File: config.mk
export PLATFORM = sky130hd
export DESIGN_NAME = cordic_seq_ctrl
export DESIGN_NICKNAME = d
export VERILOG_FILES = /design/src/rtl/cordic_seq_ctrl.sv
export SDC_FILE = /design/constraint.sdc
export NUM_CORES = 1
export LEC_CHECK = 0
export BUFFER_PORTS_ARGS = -buffer_cell sky130_fd_sc_hd__clkbuf_2
export CAP_MARGIN = 20
export CORE_AREA = 3 3 49 51
export CTS_BUF_LIST = sky130_fd_sc_hd__clkbuf_4
export CTS_CLUSTER_DIAMETER = 30
export CTS_CLUSTER_SIZE = 16
export DETAILED_ROUTE_END_ITERATION = 7
export DIE_AREA = 0 0 52 54
export MAX_ROUTING_LAYER = met4
export PLACE_DENSITY = 0.73
export SYNTH_ARGS = -nofsm -noshare
export SYNTH_HDL_FRONTEND = slang
export SYNTH_SLANG_ARGS = --single-unit
File: constraint.sdc
create_clock -name clk -period 2.7 [get_ports clk]
set_clock_uncertainty 0.1 [all_clocks]
set_input_delay 0.135 -clock clk [delete_from_list [all_inputs] [get_ports clk]]
set_output_delay 0.135 -clock clk [all_outputs]
set_load 0.02 [all_outputs]
File: src/rtl/cordic_seq_ctrl.sv
// Sequencer for the rotation CORDIC datapath: load, per-cycle shift index, Scaler strobe, result handshake.
// Owns no arithmetic; every strobe is decoded from the state register, so none can glitch during reset.
module cordic_seq_ctrl #(
   parameter int ITERATIONS    = 16,
   parameter int SHIFT_W       = 5,
   parameter int SCALE_LATENCY = 1
) (
   input  logic               clk,
   input  logic               rst_n,
   input  logic               start,
   input  logic [1:0]         mode,
   input  logic               abort,
   output logic               ready,
   output logic               busy,
   output logic               load_init,
   output logic               iter_en,
   output logic [SHIFT_W-1:0] shift_amt,
   output logic [1:0]         mode_q,
   output logic               scale_en,
   output logic               out_valid,
   input  logic               out_ack,
   output logic               err
);

   localparam logic [1:0] MODE_CIRCULAR   = 2'd0;
   localparam logic [1:0] MODE_HYPERBOLIC = 2'd1;
   localparam logic [1:0] MODE_LINEAR     = 2'd2;

   localparam logic [SHIFT_W-1:0] LAST_IDX = SHIFT_W'(ITERATIONS - 1);

   typedef enum logic [2:0] {IDLE, LOAD, ITER, SCALE, DONE} state_t;

   state_t             state, state_nxt;
   logic [SHIFT_W-1:0] shift_nxt;
   logic               rep, rep_nxt;
   logic [2:0]         scale_cnt, scale_cnt_nxt;
   logic [1:0]         mode_nxt;
   logic               err_nxt;
   logic               mode_legal;
   logic               need_rep;

   assign mode_legal = (mode == MODE_CIRCULAR) || (mode == MODE_HYPERBOLIC) ||
                       (mode == MODE_LINEAR);

   // Hyperbolic convergence needs indices 4 and 13 issued twice; rep marks the second issue.
   assign need_rep = (mode_q == MODE_HYPERBOLIC) && !rep &&
                     ((shift_amt == SHIFT_W'(4)) ||
                      ((ITERATIONS > 13) && (shift_amt == SHIFT_W'(13))));

   always_comb begin
      state_nxt     = state;
      shift_nxt     = shift_amt;
      rep_nxt       = rep;
      scale_cnt_nxt = scale_cnt;
      mode_nxt      = mode_q;
      err_nxt       = 1'b0;
      case (state)
         IDLE: begin
            if (start) begin
               if (mode_legal) begin
                  mode_nxt  = mode;
                  state_nxt = LOAD;
               end else begin
                  err_nxt = 1'b1;
               end
            end
         end
         LOAD: begin
            if (abort) begin
               state_nxt = IDLE;
            end else begin
               state_nxt = ITER;
               shift_nxt = (mode_q == MODE_HYPERBOLIC) ? SHIFT_W'(1) : '0;
               rep_nxt   = 1'b0;
            end
         end
         ITER: begin
            if (abort) begin
               state_nxt = IDLE;
            end else if (need_rep) begin
               rep_nxt = 1'b1;
            end else if (shift_amt == LAST_IDX) begin
               rep_nxt       = 1'b0;
               scale_cnt_nxt = '0;
               // Linear mode has unit gain, so the Scaler is bypassed.
               state_nxt     = (mode_q == MODE_LINEAR) ? DONE : SCALE;
            end else begin
               shift_nxt = shift_amt + 1'b1;
               rep_nxt   = 1'b0;
            end
         end
         SCALE: begin
            if (abort) begin
               state_nxt = IDLE;
            end else if (scale_cnt == 3'(SCALE_LATENCY - 1)) begin
               state_nxt = DONE;
            end else begin
               scale_cnt_nxt = scale_cnt + 3'd1;
            end
         end
         DONE: begin
            if (out_ack || abort) state_nxt = IDLE;
         end
         default: state_nxt = IDLE;
      endcase
   end

   always_ff @(posedge clk or negedge rst_n) begin
      if (!rst_n) begin
         state     <= IDLE;
         shift_amt <= '0;
         rep       <= 1'b0;
         scale_cnt <= '0;
         mode_q    <= '0;
         err       <= 1'b0;
      end else begin
         state     <= state_nxt;
         shift_amt <= shift_nxt;
         rep       <= rep_nxt;
         scale_cnt <= scale_cnt_nxt;
         mode_q    <= mode_nxt;
         err       <= err_nxt;
      end
   end

   assign ready     = (state == IDLE);
   assign busy      = (state == LOAD) || (state == ITER) || (state == SCALE);
   assign load_init = (state == LOAD);
   assign iter_en   = (state == ITER);
   assign scale_en  = (state == SCALE);
   assign out_valid = (state == DONE);

endmodule

==> reports/results.tsv, run 1 <==
metric	value	unit
whs_path_depth	3	
cap_violations	0	
r2r_start	shift_amt[0]	
peakVddDrop	631	µV
clock_latency	0.28	ns
cts_root_buffer	clkbuf_4	
die_h	54	µm
hold_viol_final	0	
cts_buffers	3	
power_leakage	0.540	nW
synth_area_leaders	dfrtp_1, ha_1, o21ai_0	
fin_crit_sh	89.6	%
min-delay-path-class	input port to flip-flop	
grt_pass1_wl	3800	µm
n_antenna_cell	0	
synth_cell_type_count	37	
fin_nets	139	
postCtsSetupBuffers	0	
slew_headroom	62.1	%
layout-drive-gt1-share	28.0	%
hpwl	1560	µm
r2r_end	shift_amt[4]	
synth_top_flop_cell	dfrtp_1	
multi_input_area	515	µm²
reg2reg_slack	0.28	ns
path_cells	ha_1, and3_1, ha_1, nor2_1, mux2i_1, or3_1, mux2_4	
regArea	375	µm²
r2r_cells	7	
worst_setup_path_end_kind	flip-flop	
io_buffers	20	
path_delay_family	simple AND/OR/NAND/NOR gates	
synth_warnings	0	
yosys.area.top_type	dfrtp_1	
grt_use_total	18.1	%
path_buf_inv	0	
slew_violations	0	
dpl-instance-area	1060	µm²
finalCriticalPeriod	2.42	ns
rows	16	
cts_sinks	15	
yosysTopAreaCellShare	38.4	%
overflow	0	
rsz0062_at_grt	no	
critPathMaxFanout	7	
gp_congestion	0.941	
start_util	49.3	%
ys_top_cells_by_count	dfrtp_1, nor2_1, o21ai_0, inv_1, ha_1	
synth_most_common_cell	dfrtp_1	
viasPerCell	5.61	
antenna_left	0	
synth_nets	117	
post-route-util	56.3	%
synth.yosys.seq_area_share	38.4	%
cp-start-kind	flip-flop	
die-area	2810	µm²
crit_type	flip-flop to flip-flop	
crit_slowest_cell	or3_1	
synth_cells	104	
setup_violations	0	
async_reset_ff_share	100	%
worstMarginPinSlew	0.564	ns
drc	0	
cts_hold_buffers	2	
required	2.77	ns
drtIter0Drc	27	
clockBufferDepth	2	
syn2layout_area_growth	14.1	%
drt-total-wl	2120	µm
grt_pass1_vias	888	
antenna_found_initial	0	
avgSynthCellArea	9.40	µm²
grt_max_degree	16	
worstHoldStart	mode[0]	
hold_slack	0.0109	ns
cts_tree	done	
num_vias	852	
cts.clk_slew.worst_paths	0.09	ns
maxClockFrequency	413	MHz
cts_max_level	1	
synth-edff-count	0	
critPathMaxStageDelay	0.50	ns
hold_end	err	
path_common_cell	ha_1	
dr.pass1.iters	6	
ios	21	
fp.dieW	52	µm
setup_tns	0	ns
syn_area	977	µm²
wl_per_cell	14.0	µm
ys_ff_latch	15	
post_cts_resized	0	
nFillCells	175	
powerDensity	915	nW/µm²
core_area	1980	µm²
worstPathArrival	2.49	ns
design_area	1110	µm²
status	completed	
==> kinds of logic after synthesis <==
kind of cell,after synthesis,synth area share [%]
AO/OA/AOI/OAI,22,14.5
adder cells (fa/ha/maj),6,7.68
buffers and inverters,14,8.83
flip-flops,15,38.4
multiplexers,5,5.89
AND/OR/NAND/NOR,42,24.7
==> placed cells by master (no fill, tap or decap), drive strengths merged <==
cell type and n:
or3b 1, nand4 1, o31ai 2, or3 2
dfrtp 15, o41ai 2, and3 2, nor2b 4
nor4b 1, nor2 12, nor3b 1, inv 8
o211ai 1, nand3 1, nand3b 2, nand2 5
dlygate4sd3 2, ha 6, and4 1, o22a 1
mux2 3, nand2b 1, or2 1, a21oi 4
buf 1, nor3 2, a22o 3, o21ai 9
and2 1, or4b 2, or4 2, mux2i 2
clkbuf 24
==> area by class of cell <==
class / instances / area share (%)
multi-input cells: 75 / 46.2
flip-flops and latches: 15 / 33.7
repair buffers: 23 / 11.4
well taps: 27 / 3.03
inverters: 8 / 2.92
clock buffers: 4 / 2.69
==> registers in the layout, indices dropped and copies added, names as in the netlist <==
register and count:
state 3, scale_cnt 3, shift_amt 5, rep 1, mode_q 2, err 1
==> how the worst max path moves through the flow <==
stage / start / end / slack [ns] / depth (start not counted)
final: shift_amt[0] / shift_amt[4] / 0.28 / 7
after global routing: shift_amt[0] / shift_amt[0] / 0.13 / 7
after CTS: shift_amt[0] / shift_amt[4] / 0.30 / 7
after detailed placement: shift_amt[0] / shift_amt[4] / 0.34 / 7
after global placement: shift_amt[0] / shift_amt[4] / 0.42 / 7
after floorplan: shift_amt[0] / shift_amt[4] / 0.36 / 8
==> worst reg2reg max path, cell delays in order, from the launching register on <==
cell and delay, ns:
dfrtp_1 0.47, ha_1 0.26, and3_1 0.19, ha_1 0.22, nor2_1 0.11, mux2i_1 0.14, or3_1 0.50, mux2_4 0.33
==> metrics by stage <==
stage	worst slack [ns]	total power, W	instances
2_1_floorplan	0.364	0.000767	104
5_1_grt	0.127	0.00110	152
3_3_place_gp	0.416	0.000860	146
3_5_place_dp	0.345	0.000871	146
4_1_cts	0.297	0.00102	152
6_report	0.281	0.00102	152
==> per-layer routing <==
metal	track usage, %	wire (µm)	vias to the layer above
li1	-	-	411
met1	22.2	958	405
met2	30.8	1030	32
met3	2.49	110	4
met4	6.11	19	0
met5	-	0	-
==> where the power goes <==
group | total, W | internal [W] | switching, W
sequential | 0.000375 | 0.000288 | 0.0000871
clock | 0.000137 | 0.0000672 | 0.0000699
combinational | 0.000508 | 0.000202 | 0.000306
No activity file was read; power rests on OpenSTA's default activity.
==> inputs of run 2 (changes only) <==
--- a/config.mk
+++ b/config.mk
@@ -14,7 +14,7 @@
 export DETAILED_ROUTE_END_ITERATION = 7
 export DIE_AREA = 0 0 52 54
 export MAX_ROUTING_LAYER = met4
-export PLACE_DENSITY = 0.73
+export PLACE_DENSITY = 0.69
 export SYNTH_ARGS = -nofsm -noshare
 export SYNTH_HDL_FRONTEND = slang
 export SYNTH_SLANG_ARGS = --single-unit
==> run 2 against run 1 <==
Sequential share of layout area decreased by 0.30 points. Worst setup slack improved by 0.042 ns. Fmax increased by 1.8%. Total power decreased by 0.34%. Sequential cell count unchanged. Register-to-register slack improved by 0.04 ns. Core utilization increased by 0.51 points. Die area unchanged. Cell area increased by 0.90%. Via count decreased by 2.7%. Count of clock-buffer cells in the layout unchanged. Clock power increased by 7%. Critical endpoint unchanged. Largest cell class unchanged.
==> reports/results.tsv, run 2 (same netlist as run 1, synthesis figures left out) <==
metric	value	unit	change
slew_headroom	61.9	%	-0.20 points
mostFrequentLayoutCell	clkbuf_2		
die_h	54	µm	unchanged
path_cells	ha_1, and3_1, ha_1, nor2_1, mux2i_1, or3_1, mux2_4		
antenna_found_initial	0		unchanged
setup_ws	0.324	ns	+0.0421 ns
num_vias	829		-2.7%
power.share.clock	14.4	%	+1.0 points
gp_congestion	0.797		-15%
hpwl	1530	µm	-2.0%
grt_pass1_vias	767		-14%
antenna_left	0		unchanged
cts_max_level	1		unchanged
switchingPower	0.000458	W	-0.98%
cts_buffers	3		unchanged
cts_sinks	15		unchanged
dr.pass1.iters	4		-2
drt-total-wl	1990	µm	-6.4%
path_buf_inv	0		unchanged
clock_latency	0.30	ns	+0.02 ns
layout_common_cells	clkbuf_2, dfrtp_1, nor2_1		
path_delay_family	simple AND/OR/NAND/NOR gates		
critPathMaxStageDelay	0.49	ns	about the same
peakVddDrop	447	µV	-29%
largestRegisters	shift_amt: 5 flops, scale_cnt: 3 flops, state: 3 flops		
dp.cells	146		unchanged
die-area	2810	µm²	unchanged
dpl-instance-area	1060	µm²	unchanged
worstPathArrival	2.47	ns	-0.02 ns
drc	0		unchanged
layout-drive-gt1-share	27.8	%	-0.22 points
design_area	1120	µm²	+0.90%
io_buffers	20		unchanged
start_util	49.3	%	unchanged
syn2layout_area_growth	15.1	%	
status	completed		
grt_max_degree	16		unchanged
overflow	0		unchanged
postCtsSetupBuffers	0		unchanged
setup_tns	0	ns	unchanged
fp.dieW	52	µm	unchanged
p_int	0.000558	W	+0.19%
crit_type	flip-flop to flip-flop		
swShare	45.1	%	-0.29 points
comb_power_share	49.0	%	-0.8 points
cts_tree	done		
fin_crit_sh	88.0	%	-1.6 points
grt_pass1_wl	3420	µm	-10%
regMostFlops	shift_amt		
rows	16		unchanged
grt_use_total	17.2	%	-0.92 points
slew_violations	0		unchanged
ios	21		unchanged
cap_violations	0		unchanged
finalCriticalPeriod	2.38	ns	-0.0421 ns
rsz0062_at_grt	no		
required	2.79	ns	+0.02 ns
worstMarginPinSlew	0.567	ns	+0.00293 ns
cts_root_buffer	clkbuf_4		
largest_reg_flops	5		unchanged
hold_viol_final	0		unchanged
fin_nets	140		+0.72%
cts.clk_slew.worst_paths	0.09	ns	about the same
critPathMaxFanout	7		unchanged
powerDensity	904	nW/µm²	-1.2%
dp_worst_setup_slack	0.348	ns	+0.00374 ns
viasPerCell	5.42		-3.3%
instances_no_fill	153		+0.66%
worst_setup_path_end_kind	flip-flop		
power_leakage	0.543	nW	+0.51%
maxClockFrequency	421	MHz	+1.8%
crit_slowest_cell	or3_1		
core_area	1980	µm²	unchanged
n_antenna_cell	0		unchanged
min-delay-path-class	input port to flip-flop		
seqPwrFrac	36.6	%	-0.2 points
clockBufferDepth	2		unchanged
setup_violations	0		unchanged
cp-start-kind	flip-flop		
wl_per_cell	13.0	µm	-7.0%
path_common_cell	ha_1		
drtIter0Drc	23		-15%
run 2: layout make-up:
| type | count | area, µm² |
|---|---|---|
| fillers | 171 | 857 |
| inverters | 8 | 32.5 |
| repair buffers | 24 | 138 |
| multi-input cells | 75 | 515 |
| flip-flops and latches | 15 | 375 |
| clock buffers | 4 | 30.0 |
| well taps | 27 | 33.8 |
run 2: metrics by stage:
stage / total power [W] / hold slack (ns) / util [%]
floorplan: 0.000767 / -0.261 / -
global route: 0.00111 / 0.0185 / 56.8
detailed placement: 0.000873 / -0.0282 / 53.7
global placement: 0.000862 / -0.0235 / 53.7
finish: 0.00102 / 0.00101 / 56.8
CTS: 0.00102 / 0.00154 / 56.8
run 2: power groups by stage:
stage / clock network (W) / registers (W) / logic [W]
after floorplan: 0 / 0.000376 / 0.000391
after global placement: 0 / 0.000373 / 0.000489
after detailed placement: 0 / 0.000375 / 0.000498
after CTS: 0.000150 / 0.000371 / 0.000502
after global routing: 0.000158 / 0.000384 / 0.000563
final: 0.000146 / 0.000372 / 0.000498
run 2: what timing repair did:
item / 4_1_cts / 5_1_grt
endpoints found under the hold margin: 16 / 0
gates resized for setup: 0 / 0
hold buffers: 3 / 0
run 2: final timing paths:
path                         startpoint            to  slack (ns)  depth (start not counted)
setup / recovery           shift_amt[0]  shift_amt[4]        0.32                          7
hold / removal                  out_ack      state[2]       0.001                          4
setup reg to reg           shift_amt[0]  shift_amt[4]        0.32                          7
hold reg to reg            scale_cnt[2]  scale_cnt[2]        0.45                          1
max in group asynchronous         rst_n  scale_cnt[1]        2.05                          2
min in group asynchronous         rst_n  shift_amt[2]        0.17                          2
run 2: worst min-delay path, stage by stage:
cell and delay, ns:
clkbuf_2 0.07, nor2_1 0.03, nand2_1 0.05, o21ai_0 0.07
run 2: metal layers:
layer  global-route usage [%]  routed length [µm]
met5                        -                   0
met4                     9.17                  49
met3                     2.77                  95
met2                     25.9                 898
met1                     22.1                 944
